### src/rtl/uart_tx_fifo.sv
// rtl/uart_tx_fifo.sv - Wishbone UART transmitter with transmit FIFO, run-time baud divisor and irq
//
// Purpose: queues bytes written over the bus and serialises them on tx as
// start / DATA_BITS (LSB first) / STOP_BITS frames, with a period of
// max(DIV,1) clocks per bit.
//
// Ports:
//   wb_clk    system clock, rising edge
//   wb_rst_n  asynchronous active-low reset
//   wb_cyc    chip-select, held until wb_ack
//   wb_we     write strobe
//   wb_adr    register index: 0 DATA, 1 STATUS, 2 DIV, 3 CTRL
//   wb_dat    write data
//   wb_rdt    registered read data, 0 outside an acknowledged read
//   wb_ack    one-cycle acknowledge
//   tx        serial output, idle high
//   irq       level interrupt: irq_en and transmitter fully drained
module uart_tx_fifo #(
   parameter int DEPTH       = 16,
   parameter int DATA_BITS   = 8,
   parameter int STOP_BITS   = 1,
   parameter int DIV_WIDTH   = 16,
   parameter int DEFAULT_DIV = 32
) (
   input  logic        wb_clk,
   input  logic        wb_rst_n,
   input  logic        wb_cyc,
   input  logic        wb_we,
   input  logic [1:0]  wb_adr,
   input  logic [31:0] wb_dat,
   output logic [31:0] wb_rdt,
   output logic        wb_ack,
   output logic        tx,
   output logic        irq
);

   localparam int AW = $clog2(DEPTH);
   localparam int CW = AW + 1;

   typedef enum logic [1:0] {S_IDLE, S_START, S_DATA, S_STOP} state_t;

   logic [DATA_BITS-1:0] r_mem [DEPTH];
   logic [AW-1:0]        r_wr_ptr;
   logic [AW-1:0]        r_rd_ptr;
   logic [CW-1:0]        r_count;
   logic                 r_ovf;
   logic                 r_en;
   logic                 r_irq_en;
   logic [DIV_WIDTH-1:0] r_div;
   logic [DIV_WIDTH-1:0] r_period;
   logic [DIV_WIDTH-1:0] r_baud_cnt;
   logic [DATA_BITS-1:0] r_shift;
   logic [2:0]           r_bit_cnt;
   logic                 r_tx;
   logic                 r_ack;
   logic [31:0]          r_rdt;
   state_t               r_state;

   state_t               w_state_nxt;
   logic                 w_acc;
   logic                 w_wr;
   logic                 w_push;
   logic                 w_push_ok;
   logic                 w_pop;
   logic                 w_flush;
   logic                 w_empty;
   logic                 w_full;
   logic                 w_busy;
   logic                 w_tick;
   logic                 w_tx_nxt;
   logic [DIV_WIDTH-1:0] w_div_eff;
   logic [7:0]           w_count8;
   logic [31:0]          w_rd_data;
   logic                 w_unused_dat;

   // A transaction takes effect only on the edge that raises wb_ack, so a
   // held wb_cyc cannot repeat a side effect.
   assign w_acc     = wb_cyc & ~r_ack;
   assign w_wr      = w_acc & wb_we;
   assign w_push    = w_wr & (wb_adr == 2'd0);
   assign w_flush   = w_wr & (wb_adr == 2'd3) & wb_dat[2];
   assign w_empty   = (r_count == '0);
   assign w_full    = (r_count == CW'(DEPTH));
   // Full is judged on the current occupancy, so a pop on the same edge
   // does not rescue a push at full.
   assign w_push_ok = w_push & ~w_full;
   assign w_busy    = (r_state != S_IDLE);
   assign w_div_eff = (r_div == '0) ? DIV_WIDTH'(1) : r_div;
   assign w_tick    = (r_baud_cnt == '0);
   assign w_count8  = 8'(r_count);
   assign w_unused_dat = ^wb_dat;

   assign wb_ack = r_ack;
   assign wb_rdt = r_rdt;
   assign tx     = r_tx;
   assign irq    = r_irq_en & w_empty & ~w_busy;

   always_comb begin
      w_rd_data = '0;
      case (wb_adr)
         2'd1:    w_rd_data = {8'h0, w_count8, 12'h0, r_ovf, w_busy, w_full, w_empty};
         2'd2:    w_rd_data[DIV_WIDTH-1:0] = r_div;
         2'd3:    w_rd_data[1:0] = {r_irq_en, r_en};
         default: w_rd_data = '0;
      endcase
   end

   always_ff @(posedge wb_clk or negedge wb_rst_n) begin
      if (!wb_rst_n) begin
         r_ack    <= 1'b0;
         r_rdt    <= '0;
         r_div    <= DIV_WIDTH'(DEFAULT_DIV);
         r_en     <= 1'b1;
         r_irq_en <= 1'b0;
         r_ovf    <= 1'b0;
      end else begin
         r_ack <= w_acc;
         r_rdt <= (w_acc & ~wb_we) ? w_rd_data : '0;
         if (w_wr && wb_adr == 2'd2) begin
            r_div <= wb_dat[DIV_WIDTH-1:0];
         end
         if (w_wr && wb_adr == 2'd3) begin
            r_en     <= wb_dat[0];
            r_irq_en <= wb_dat[1];
         end
         if (w_push && w_full) begin
            r_ovf <= 1'b1;
         end else if (w_wr && wb_adr == 2'd1 && wb_dat[3]) begin
            r_ovf <= 1'b0;
         end
      end
   end

   always_ff @(posedge wb_clk) begin
      if (w_push_ok) begin
         r_mem[r_wr_ptr] <= wb_dat[DATA_BITS-1:0];
      end
   end

   always_ff @(posedge wb_clk or negedge wb_rst_n) begin
      if (!wb_rst_n) begin
         r_wr_ptr <= '0;
         r_rd_ptr <= '0;
         r_count  <= '0;
      end else begin
         if (w_push_ok) begin
            r_wr_ptr <= r_wr_ptr + AW'(1);
         end
         // Flush only realigns the read side; a byte already in the shift
         // register keeps transmitting.
         if (w_flush) begin
            r_rd_ptr <= r_wr_ptr;
            r_count  <= '0;
         end else begin
            if (w_pop) begin
               r_rd_ptr <= r_rd_ptr + AW'(1);
            end
            case ({w_push_ok, w_pop})
               2'b10:   r_count <= r_count + CW'(1);
               2'b01:   r_count <= r_count - CW'(1);
               default: r_count <= r_count;
            endcase
         end
      end
   end

   always_ff @(posedge wb_clk or negedge wb_rst_n) begin
      if (!wb_rst_n) begin
         r_state <= S_IDLE;
      end else begin
         r_state <= w_state_nxt;
      end
   end

   // tx is registered from the state, so the line lags the state by one
   // clock uniformly; frame length and contiguity are unaffected.
   always_comb begin
      w_state_nxt = r_state;
      w_pop       = 1'b0;
      w_tx_nxt    = 1'b1;
      case (r_state)
         S_IDLE: begin
            if (r_en && !w_empty) begin
               w_pop       = 1'b1;
               w_state_nxt = S_START;
            end
         end
         S_START: begin
            w_tx_nxt = 1'b0;
            if (w_tick) begin
               w_state_nxt = S_DATA;
            end
         end
         S_DATA: begin
            w_tx_nxt = r_shift[0];
            if (w_tick && r_bit_cnt == 3'(DATA_BITS - 1)) begin
               w_state_nxt = S_STOP;
            end
         end
         S_STOP: begin
            if (w_tick && r_bit_cnt == 3'(STOP_BITS - 1)) begin
               if (r_en && !w_empty) begin
                  w_pop       = 1'b1;
                  w_state_nxt = S_START;
               end else begin
                  w_state_nxt = S_IDLE;
               end
            end
         end
         default: w_state_nxt = S_IDLE;
      endcase
   end

   // The divisor is captured per frame, so DIV writes apply from the next pop.
   always_ff @(posedge wb_clk or negedge wb_rst_n) begin
      if (!wb_rst_n) begin
         r_tx       <= 1'b1;
         r_period   <= DIV_WIDTH'(1);
         r_baud_cnt <= '0;
         r_shift    <= '0;
         r_bit_cnt  <= '0;
      end else begin
         r_tx <= w_tx_nxt;
         if (w_pop) begin
            r_shift    <= r_mem[r_rd_ptr];
            r_period   <= w_div_eff;
            r_baud_cnt <= w_div_eff - DIV_WIDTH'(1);
            r_bit_cnt  <= '0;
         end else if (r_state != S_IDLE) begin
            if (w_tick) begin
               r_baud_cnt <= r_period - DIV_WIDTH'(1);
               if (r_state == S_DATA) begin
                  r_shift   <= r_shift >> 1;
                  r_bit_cnt <= (r_bit_cnt == 3'(DATA_BITS - 1)) ? 3'd0 : r_bit_cnt + 3'd1;
               end else if (r_state == S_STOP) begin
                  r_bit_cnt <= r_bit_cnt + 3'd1;
               end
            end else begin
               r_baud_cnt <= r_baud_cnt - DIV_WIDTH'(1);
            end
         end
      end
   end

endmodule

### config.mk
export PLATFORM = sky130hd
export DESIGN_NAME = uart_tx_fifo
export DESIGN_NICKNAME = d
export VERILOG_FILES = /design/src/rtl/uart_tx_fifo.sv
export SDC_FILE = /design/constraint.sdc
export NUM_CORES = 1
export LEC_CHECK = 0
export CAP_MARGIN = 10
export CORE_MARGIN = 2
export CORE_UTILIZATION = 50
export CTS_CLUSTER_SIZE = 8
export DETAILED_ROUTE_END_ITERATION = 8
export PLACE_DENSITY = 0.7
export REMOVE_ABC_BUFFERS = 1
export SYNTH_ARGS = -nofsm -noshare
export SYNTH_HDL_FRONTEND = slang
export SYNTH_SLANG_ARGS = --single-unit
export TNS_END_PERCENT = 5
### constraint.sdc
create_clock -name wb_clk -period 7.2 [get_ports wb_clk]
set_input_delay 2.16 -clock wb_clk [delete_from_list [all_inputs] [get_ports wb_clk]]
set_output_delay 2.16 -clock wb_clk [all_outputs]
set_load 0.005 [all_outputs]
---- After elaboration in Yosys (flattened, before gate mapping) ----
Memories as Yosys holds them, arrays and structs flattened.
Cells that the tools add are included.
word-level totals
  flip-flop bits (word level) ............. 111
  memory bits (writable) .................. 128
  output and inout port bits .............. 35
  memories ................................ 1
memories
  name   depth  bits a word  read ports  clocked after Yosys merged registers in  write ports  RTL line  RTL
  r_mem  16     8            1           0                                        1            42        logic [DATA_BITS-1:0] r_mem [DEPTH];
operators by class
  add/sub/neg operators ................... 8
  equality and inequality tests ........... 14
  muxes and demuxes ....................... 36
  bitwise operators ....................... 13
  reduce and logical (&&, ||, !) cells .... 26
operators with widths
  cell                     number
  $mux W16                 4
  $sub A16 B1 Y16 const B  3
  $logic_not A16 Y1        2
  $mux W32                 1
  $mux W8                  4
  $pmux W14 S2             1
  $mux W3                  6
  $reduce_bool A2 Y1       6
  $eq A2 B2 Y1 const B     5
  $mux W5                  2
  $pmux W5 S2              1
  $and A1 B1 Y1            9
  $add A4 B1 Y4 const B    2
  $logic_and A1 B1 Y1      8
  $mux W2                  4
  $mux W4                  2
  $ne A2 B2 Y1 const B     4
  $pmux W2 S4              1
  $mux W1                  7
  $eq A2 B1 Y1 const B     3
  $pmux W2 S3              1
  $reduce_and A3 Y1        2
  $reduce_bool A3 Y1       2
  $add A5 B1 Y5 const B    1
  11 further kinds         16

---- Longest topological paths before layout ----
Gate-level depths: netlist of run 1.
  depth in word-level cells ............... 9
  mapped depth ............................ 17
  depth with buffers taken out ............ 13

---- Worst setup path after synthesis of run 1 ----
No wires, ideal clock.
  kind .................................... input -> register
  start point ............................. input wb_cyc
  end point ............................... register r_count[4]
  arrival ................................. 4.053 ns
  data required time ...................... 7.070 ns
  setup slack ............................. 3.017 ns
  stages on the path ...................... 12
  buffers on the path ..................... 1
  cells stage by stage .................... nor2b_1 and2_1 clkbuf_1 nand3_1 nand3_1 inv_1 ha_1 a21o_1 a21oi_1 mux2i_1 xnor2_1 nor2_1
between the ends
  longest elaborated chain between the ends .. 7
  elaborated cells on any way between the ends .. 11
  classes of those cells .................. eq/ne (2); mux (2); bitwise (6); reduce/logical (1)
RTL lines
  what                                                 RTL line  RTL
  from (decl)                                          27        input logic wb_cyc,
  $and A1 B1 Y1 *                                      78        assign w_acc = wb_cyc & ~r_ack;
  $and A1 B1 Y1 *                                      79        assign w_wr = w_acc & wb_we;
  $and A1 B1 Y1                                        80        assign w_push = w_wr & (wb_adr == 2'd0);
  $and A1 B1 Y1                                        86        assign w_push_ok = w_push & ~w_full;
  $eq A2 B1 Y1 / $eq A2 B2 Y1 (equally long branches)  158       case ({w_push_ok, w_pop})
  $pmux W5 S2                                          158
  $mux W5                                              151       if (w_flush) begin
  to (signal assigned)                                 159       2'b10: r_count <= r_count + CW'(1);
  to (signal assigned)                                 160       2'b01: r_count <= r_count - CW'(1);
  to (signal assigned)                                 161       default: r_count <= r_count;
  to (decl)                                            45        logic [CW-1:0] r_count;
Mark *: on every way between the ends. The rest lies on a longest branch, timed or not.
A chain may end at the register's enable or synchronous reset.

---- Worst setup path in the final report of run 1 ----
  start point ............................. register r_count[1]
  end point ............................... output irq
between the ends
  longest elaborated chain between the ends .. 3
RTL lines
  what                         RTL line  RTL
  $logic_not A5 Y1             82        assign w_empty = (r_count == '0);
  $and A1 B1 Y1 (2 in series)  96        assign irq = r_irq_en & w_empty & ~w_busy;
  to (decl)                    34        output logic irq
No other way between the ends.

==> impl_metrics.json, run 1 <==
{
  "cts_resized": 0,
  "synth_cell_type_count": 69,
  "crit_path_cell_trace": "or4_4 -> nor2_1 -> and3_1 -> clkdlybuf4s50_1",
  "synthXorXnorAreaFrac_pct": 1.54,
  "rsz0062_at_grt": "no",
  "antenna_found_initial": 0,
  "synth_ff_type": "edfxtp_1",
  "clock_power_share_pct": 32.2,
  "cts_tree": "done",
  "async_reset_ff_share_pct": 43.9,
  "fin_worst_skew_ns": 0.0307,
  "dpl.cell_count": 1024,
  "whs_path_depth": 1,
  "cp_slowest_stage_delay_ns": 0.57,
  "maxSlewViolCount": 0,
  "place_hpwl_mm": 14.4,
  "hp-start": "wb_ack",
  "power_density_nw_per_um2": 380,
  "insertion_delay_ns": 0.52,
  "cts_buffer_depth": 3,
  "ctsHoldBuffers": 0,
  "worstPathArrival_ns": 2.43,
  "outcome": "finished, final reports clean",
  "yosys.area_share.simple_pct": 10.6,
  "grt_overflow": 0,
  "row_count": 52,
  "startpoint_type": "register",
  "finalSetupTns_ns": 0,
  "synth-edff-count": 128,
  "final_cells": 1084,
  "vias_per_cell": 5.80,
  "first_pass_iters": 5,
  "syn_area_per_cell_um2": 13.9,
  "worstPathBufferInverterCount": 1,
  "synth-compound-area-share_pct": 7.83,
  "grt_util_all_layers_pct": 20.6,
  "synth_top_family_by_area": "multiplexers",
  "fp.dieW_um": 147,
  "netSwitchingPower_mw": 1.46,
  "area_growth_pct": 15.9,
  "rr_startpoint": "r_baud_cnt[15]",
  "cts_root_buf": "clkbuf_16",
  "critPathTopFamily": "simple AND/OR/NAND/NOR gates",
  "peakVddDrop_uv": 221,
  "synthAdderAreaFrac_pct": 2.88,
  "rr_worst_depth": 11,
  "wire_per_inst_um": 20.0,
  "cts_buffers": 34,
  "drv_cap": 0,
  "worstPathMaxFanout": 5,
  "end_kind": "output pin",
  "die_y_um": 147,
  "die-area_um2": 21600,
  "grt_max_degree": 84,
  "sequentialPowerShare_pct": 40.9,
  "place.gp.congestion": 0.890,
  "intPower_mw": 3.04,
  "grt_first_pass_wirelength_mm": 35.1,
  "cp-startpoint": "r_count[1]",
  "core_um2": 20200,
  "cts_sinks": 228,
  "synth_seq_cells": 228,
  "synthMuxAreaShare_pct": 12.0,
  "finalSetupViolations": 0,
  "hold_path_end": "wb_ack",
  "syn_inst": 739,
  "p_comb_share_pct": 27.0,
  "holdCritPathClass": "reg -> reg",
  "layout.nets": 851,
  "p_leak_nw": 4.53,
  "ant_nets": 0,
  "diodes": 0,
  "fmax_mhz": 218,
  "slew_headroom_pct": 30.3,
  "yosysWarnings": 0,
  "synth_area_um2": 10200,
  "setup.worst_path.class": "reg -> out",
  "drive_gt1_share_pct": 15.2,
  "min_period_over_period_pct": 63.7,
  "grt_pass1_vias": 6547,
  "required_ns": 5.04,
  "drc": 0,
  "htree_levels": 2,
  "cts_setup_buffers": 0,
  "reg2reg_to": "r_baud_cnt[10]",
  "hold_violations": 0,
  "initialDrtViolationCount": 541,
  "reg2reg_slack_ns": 3.23,
  "crit_slowest_cell": "or4_4",
  "drt-total-wl_mm": 21.6,
  "min_period_ns": 4.59,
  "start_util_pct": 50.8,
  "port_buffers": 45,
  "switching_share_pct": 32.4,
  "worst_pin_slew_ns": 1.05,
  "vias": 6288,
  "ios": 73,
  "yosysSeqAreaShare_pct": 62.0,
  "path_clk_slew_ns": 0.05,
  "n_fill_cell": 1560
}
-- worst max path at each step --
stage                           to  slack (ns)  cells after the start
floorplan           r_baud_cnt[10]        2.68                     11
CTS                            irq        2.62                      4
detailed placement      r_count[4]        2.33                     12
global route                   irq        2.56                      4
global placement        r_count[4]        2.38                     12
finish                         irq        2.61                      4
-- Yosys cell counts, types with 15 or more instances --
master,number,area (µm²)
nor2_1,45,169
mux2_2,18,203
nand3_1,19,95.1
o21ai_1,15,75.1
edfxtp_1,128,3840
nand2_1,67,251
and2_1,31,194
a21oi_1,20,100
o21ai_0,16,80.1
dfrtp_1,96,2400
ha_1,22,275
inv_1,17,63.8
mux4_2,40,901
clkbuf_1,20,75.1
-- cell families (layout without fill, tap and decap cells) --
logic type | after synthesis | after routing
compound gates | 119 | 119
xor+xnor | 18 | 18
fa+ha+maj | 23 | 23
buf+inv | 64 | 129
flops | 228 | 228
mux | 71 | 71
other cells | 1 | 11
simple gates | 215 | 215
-- registers in the layout, summed over array words and instances (netlist names) --
signal / flops
r_count: 5
r_bit_cnt: 3
r_mem: 128
r_state: 2
wb_ack: 1
r_div: 16
r_period: 16
r_rd_ptr: 4
r_shift: 8
r_en: 1
r_ovf: 1
r_irq_en: 1
r_baud_cnt: 16
wb_rdt: 21
tx: 1
r_wr_ptr: 4
-- routing by layer --
| layer | vias up | routed length, µm | track usage [%] |
|---|---|---|---|
| li1 | 2865 | - | - |
| met1 | 3145 | 8940 | 26.5 |
| met2 | 224 | 10900 | 35.1 |
| met3 | 54 | 1130 | 3.94 |
| met4 | 0 | 696 | 7.93 |
| met5 | - | 0 | 0 |
-- cell usage in the layout (no fill, tap or decap), types with 18 or more instances in the layout --
master	instances
clkbuf_16	34
and2_1	31
mux2_2	18
ha_1	22
nor2_1	44
clkbuf_1	22
edfxtp_1	128
nand3_1	19
clkdlybuf4s50_1	44
mux4_2	40
a21oi_1	20
nand2_1	67
dfrtp_1	94
-- worst reg2reg max path: stages (launching register included) --
cell and delay (ns):
dfrtp_1 0.42, nor4_2 0.35, and4_1 0.50, a31oi_1 0.21, nor2_2 0.57, nand2_1 0.20
nand2_1 0.11, ha_1 0.25, o2111ai_1 0.29, and2_4 0.28, or4_1 0.53, a31oi_1 0.17
-- power by group through the flow --
| stage | sequential (mW) | clock, mW | combinational, mW |
|---|---|---|---|
| detailed placement | 1.85 | 0 | 1.21 |
| global route | 1.86 | 1.53 | 1.33 |
| CTS | 1.83 | 1.48 | 1.22 |
| finish | 1.84 | 1.45 | 1.21 |
| floorplan | 1.80 | 0 | 0.874 |
| global placement | 1.84 | 0 | 1.17 |
-- stage by stage --
step / instance area [µm²] / utilization (%) / power [mW] / worst slack (ns) / hold slack (ns)
floorplan: 10000 / - / 2.68 / 2.68 / 0.443
global placement: 10900 / 53.9 / 3.00 / 2.38 / 0.434
detailed placement: 10900 / 53.9 / 3.06 / 2.33 / 0.444
CTS: 11900 / 58.8 / 4.53 / 2.62 / 0.451
global route: 11900 / 58.8 / 4.73 / 2.56 / 0.472
finish: 11900 / 58.8 / 4.50 / 2.61 / 0.447
-- final cells by class --
class	instances	area (µm²)	share of cell area, %
clock buffer	56	933	7.87
clock inverter	4	60.1	0.506
inverter	17	63.8	0.538
multi-input combinational	457	3610	30.5
sequential	228	6350	53.6
tap	270	338	2.85
timing repair buffer	52	500	4.22
No activity file was read; power rests on OpenSTA's default activity.
==> inputs of run 2 (changes only) <==
--- a/config.mk
+++ b/config.mk
@@ -10,7 +10,7 @@
 export CORE_UTILIZATION = 50
 export CTS_CLUSTER_SIZE = 8
 export DETAILED_ROUTE_END_ITERATION = 8
-export PLACE_DENSITY = 0.7
+export PLACE_DENSITY = 0.72
 export REMOVE_ABC_BUFFERS = 1
 export SYNTH_ARGS = -nofsm -noshare
 export SYNTH_HDL_FRONTEND = slang
==> constraint.sdc (replaced) <==
create_clock -name wb_clk -period 4.2 [get_ports wb_clk]
set_input_delay 1.26 -clock wb_clk [delete_from_list [all_inputs] [get_ports wb_clk]]
set_output_delay 1.26 -clock wb_clk [all_outputs]
set_load 0.005 [all_outputs]
==> run 2 against run 1 <==
Total power up 73%. Setup slack got worse by 2.2 ns. Core utilization rose by 0.29 points. Clock-buffer cell count rose by 1. Sequential share of layout area is 0.27 points lower. Clock skew about the same. Combinational power increased by 77%. Non-clock buffer count increased by 5. Wire length grew 3.3%. Clock power grew 73%. Die area unchanged. Global-route usage grew 0.86 points. Critical path type is now reg -> reg.
==> impl_metrics.json, run 2 (same netlist as run 1, synthesis figures left out) <==
{
  "ios": 73,
  "fp.dieW_um": 147,
  "min_period_ns": 3.74,
  "postLayoutCellArea_um2": 11900,
  "cts_sinks": 228,
  "reg2reg_slack_ns": 0.46,
  "power_density_nw_per_um2": 653,
  "slew_headroom_pct": 24.8,
  "port_buffers": 45,
  "wire_per_inst_um": 20.5,
  "dpl_cell_area_um2": 10900,
  "insertion_delay_ns": 0.52,
  "cts_buffer_depth": 3,
  "grt_overflow": 0,
  "diodes": 0,
  "die_y_um": 147,
  "drive_gt1_share_pct": 15.6,
  "cts_root_buf": "clkbuf_16",
  "place_hpwl_mm": 14.5,
  "area_growth_pct": 16.4,
  "finalSetupViolations": 0,
  "crit_path_cell_trace": "or4_4 -> o21ai_2 -> or2_2 -> nor2_2 -> a211o_1 -> nand2_1 -> ha_1 -> o2111ai_1 -> and2_4 -> or4_1 -> a31oi_1",
  "worstPathArrival_ns": 4.15,
  "p_total_mw": 7.78,
  "cts_buffers": 34,
  "hold_violations": 0,
  "worst_pin_slew_ns": 1.13,
  "grt_util_all_layers_pct": 21.5,
  "vias": 6439,
  "cp_slowest_stage_delay_ns": 0.56,
  "drt-total-wl_mm": 22.3,
  "core_um2": 20200,
  "ctsHoldBuffers": 0,
  "cts_resized": 0,
  "final_cells": 1089,
  "row_count": 52,
  "grt_first_pass_wirelength_mm": 36.3,
  "cts_tree": "done",
  "drc": 0,
  "grt_max_degree": 56,
  "end_kind": "register",
  "n_fill_cell": 1562,
  "startpoint_type": "register",
  "layout_commonest_cell": "edfxtp_1",
  "vias_per_cell": 5.91,
  "regMostFlops": "r_mem",
  "outcome": "finished, final reports clean",
  "htree_levels": 2,
  "start_util_pct": 50.8,
  "ant_nets": 0,
  "grt_pass1_vias": 6641,
  "min_period_over_period_pct": 89.0,
  "critPathTopFamily": "simple AND/OR/NAND/NOR gates",
  "first_pass_iters": 6,
  "rsz0062_at_grt": "no",
  "worstPathBufferInverterCount": 0,
  "required_ns": 4.61,
  "path_clk_slew_ns": 0.05,
  "setup.worst_path.class": "reg -> reg",
  "dpl.cell_count": 1029,
  "die-area_um2": 21600,
  "crit_slowest_cell": "or4_4",
  "fmax_mhz": 268,
  "place.gp.congestion": 0.884,
  "largest_reg_flops": 128,
  "p_leak_nw": 4.57,
  "worstPathMaxFanout": 13,
  "maxSlewViolCount": 0,
  "fin_worst_skew_ns": 0.0309,
  "holdCritPathClass": "reg -> reg",
  "cts_setup_buffers": 0,
  "layout_common_cells": "edfxtp_1 (128), dfrtp_1 (95), nand2_1 (67)",
  "drv_cap": 0,
  "antenna_found_initial": 0,
  "peakVddDrop_uv": 530,
  "layout.nets": 856,
  "initialDrtViolationCount": 543
}
==> run 2: where the power goes <==
part           total (mW)  internal (mW)  switching (mW)
Clock                2.51           1.54           0.973
Combinational        2.14           1.01            1.13
Sequential           3.13           2.70           0.429
==> run 2: final timing paths <==
check / start / endpoint / cells past startpoint
worst max-delay path: r_count[1] / r_baud_cnt[10] / 11
worst min-delay path: wb_ack / wb_ack / 1
worst min register to register: wb_ack / wb_ack / 1
max in group asynchronous: wb_rst_n / tx / 2
worst max register to register: r_count[1] / r_baud_cnt[10] / 11
min in group asynchronous: wb_rst_n / r_baud_cnt[0] / 1
==> run 2: metrics by stage <==
stage | worst slack (ns) | hold slack, ns | util, % | TNS (ns)
global placement | 0.430 | 0.431 | 54.1 | 0
floorplan | -0.321 | 0.443 | - | -0.631
detailed placement | 0.344 | 0.442 | 54.1 | 0
CTS | 0.508 | 0.449 | 59.1 | 0
global route | 0.340 | 0.484 | 59.1 | 0
finish | 0.463 | 0.451 | 59.1 | 0
==> run 2: final cells by class <==
| type | count | area, µm² | share of cell area (%) |
|---|---|---|---|
| clock buffers | 57 | 947 | 7.95 |
| clock inverters | 3 | 55.1 | 0.462 |
| inverters | 17 | 63.8 | 0.535 |
| multi-input cells | 457 | 3610 | 30.3 |
| flip-flops and latches | 228 | 6350 | 53.3 |
| well taps | 270 | 338 | 2.83 |
| repair buffers | 57 | 551 | 4.62 |
==> run 2: layer usage <==
metal,vias to the layer above,share of wire [%],global-route usage (%)
met1,3238,41,27.9
met4,0,3.3,7.98
met5,-,0,0
li1,2859,-,-
met3,53,6.3,4.44
met2,289,50,36.0
==> run 2: worst reg2reg max path, stage by stage (launching register included) <==
cell,delay [ns]
dfrtp_1,0.42
or4_4,0.56
o21ai_2,0.30
or2_2,0.36
nor2_2,0.13
a211o_1,0.30
nand2_1,0.10
ha_1,0.25
o2111ai_1,0.27
and2_4,0.27
or4_1,0.51
a31oi_1,0.16
==> RTL edit (config.mk and constraints of run 2) <==
Change the parameter `DATA_BITS` from 8 to 6.
--- a/src/rtl/uart_tx_fifo.sv
+++ b/src/rtl/uart_tx_fifo.sv
@@ -17,7 +17,7 @@
 //   irq       level interrupt: irq_en and transmitter fully drained
 module uart_tx_fifo #(
    parameter int DEPTH       = 16,
-   parameter int DATA_BITS   = 8,
+   parameter int DATA_BITS   = 6,
    parameter int STOP_BITS   = 1,
    parameter int DIV_WIDTH   = 16,
    parameter int DEFAULT_DIV = 32
Function: no difference found for any inputs over 10 cycles, from zero or initial values and one cycle with wb_rst_n low; that may be too few to reach the edited logic, so the function may still have changed.
==> RTL edit against run 2 <==
Critical path depth rose by 2; fmax shrank 6.4%; highest routed layer is now met5; clock skew shrank 20 ps; cell area shrank 14%; largest power group unchanged; die area is 12% lower; area after synthesis shrank 12%; the flow now finishes with violations (design-rule violations); worst setup slack worse by 260 ps; sequential cell count fell by 34; wire length shrank 8.4%; total power is 19% lower.
==> RTL edit: results (changes against run 2) <==
* Power in combinational cells at 1930 uW (-9.8%)
* Portion of netlist area occupied by mux cells at 0.114 (-0.00648)
* Commonest cells post-synth: 96 x edfxtp_1, 94 x dfrtp_1, 73 x nand2_1
* Number of remaining DRC errors at 4 (+4)
* WL final at 20,500 microns (-8.4%)
* Drt pass-1 iters at 9 (+3)
* Maximum VDD drop at 0.376 mV (-29%)
* Worst setup timing slack at the placement stage at 286 ps (-58.3 ps)
* Largest stage delay on the critical path at 640 ps (+80 ps)
* Cell area after placement at 0.00965 sq mm (-12%)
* Max FFs per register at 96 (-25%)
* Library cells used by synthesis at 63 (-8.7%)
* Fraction of final layout cells sized beyond drive strength 1 at 0.149 (-0.00755)
* Wire length of the first global-routing pass at 32,500 microns (-11%)
* Via count at 5,909 (-8.2%)
* Worst Skew at 11.1 ps (-19.8 ps)
* Outcome: finished with violations
* Post-synthesis share of cell area spent on full adders, half adders and majority gates at 0.0329 (+0.00409)
* Worst-path cell with the longest stage delay: or4_1
* Starting DRC count in detailed routing at 804 (+48%)
* Failing checks: design-rule violations
* Synth async-reset ratio at 0.505 (+0.0666)
* Non-filler cells, final at 978 (-10%)
* Final-layout worst hold slack at 459 ps (+8.13 ps)
* Latest clock arrival within the worst-skew pair at 440 ps (-80 ps)
* Largest driver fanout on the critical path at 27 (+14)
* Average cell area after synthesis at 12.9 sq um (-6.6%)
* XOR/XNOR share of the synthesized area at 0.0186 (+0.00316)
* All-layer global routing usage at 0.229 (+0.0146)
* Placed wire-length estimate at 13,900 microns (-3.9%)
* Internal power at 4090 uW (-22%)
* Worst setup path end: r_baud_cnt[12]
* H-tree depth reported by CTS at 4 (+2)
* Setup slack after layout at 206 ps (-257 ps)
* Final standard cell utilization of the core at 0.589 (-0.00227)
* Sequential area share after synthesis at 0.596 (-0.0247)
* R2R depth at 13 (+2)
* GP Congestion at 0.890 (+0.61%)
* Worst relative slew slack at 0.200 (-0.0488)
* Endpoint of the most critical register-to-register path: r_baud_cnt[12]
* Number of placed instances, taps included at 946 (-8.1%)
## RTL edit: cell types whose count changed after synthesis, sizes merged, moves of 3 or more
cell / change
nand3: -8
o21ai: -13
mux2: +3
nor3: +5
a31oi: -5
a22oi: -4
buf: -7
o21a: -5
mux4: -10
or4: +3
a21oi: +8
clkbuf: +3
edfxtp: -32
nand2: +6
## RTL edit: layout make-up
| cell class | instances | area [sq um] |
|---|---|---|
| Sequential cell | 194 | 5340 |
| Multi-Input combinational cell | 450 | 3400 |
| Clock inverter | 15 | 179 |
| Timing Repair Buffer | 61 | 568 |
| Fill cell | 1331 | 7160 |
| Tap cell | 225 | 282 |
| Clock buffer | 17 | 425 |
| Inverter | 16 | 60.1 |
## RTL edit: metal layers
layer  wire, microns  vias to the layer above  part of all wire  GRT usage
li1                -                     2653                 -          -
met1            8910                     2969              0.44      0.338
met2            9780                      250              0.48      0.351
met3            1460                       35             0.071     0.0398
met4             305                        2             0.015     0.0737
met5              12                        -           0.00059          0
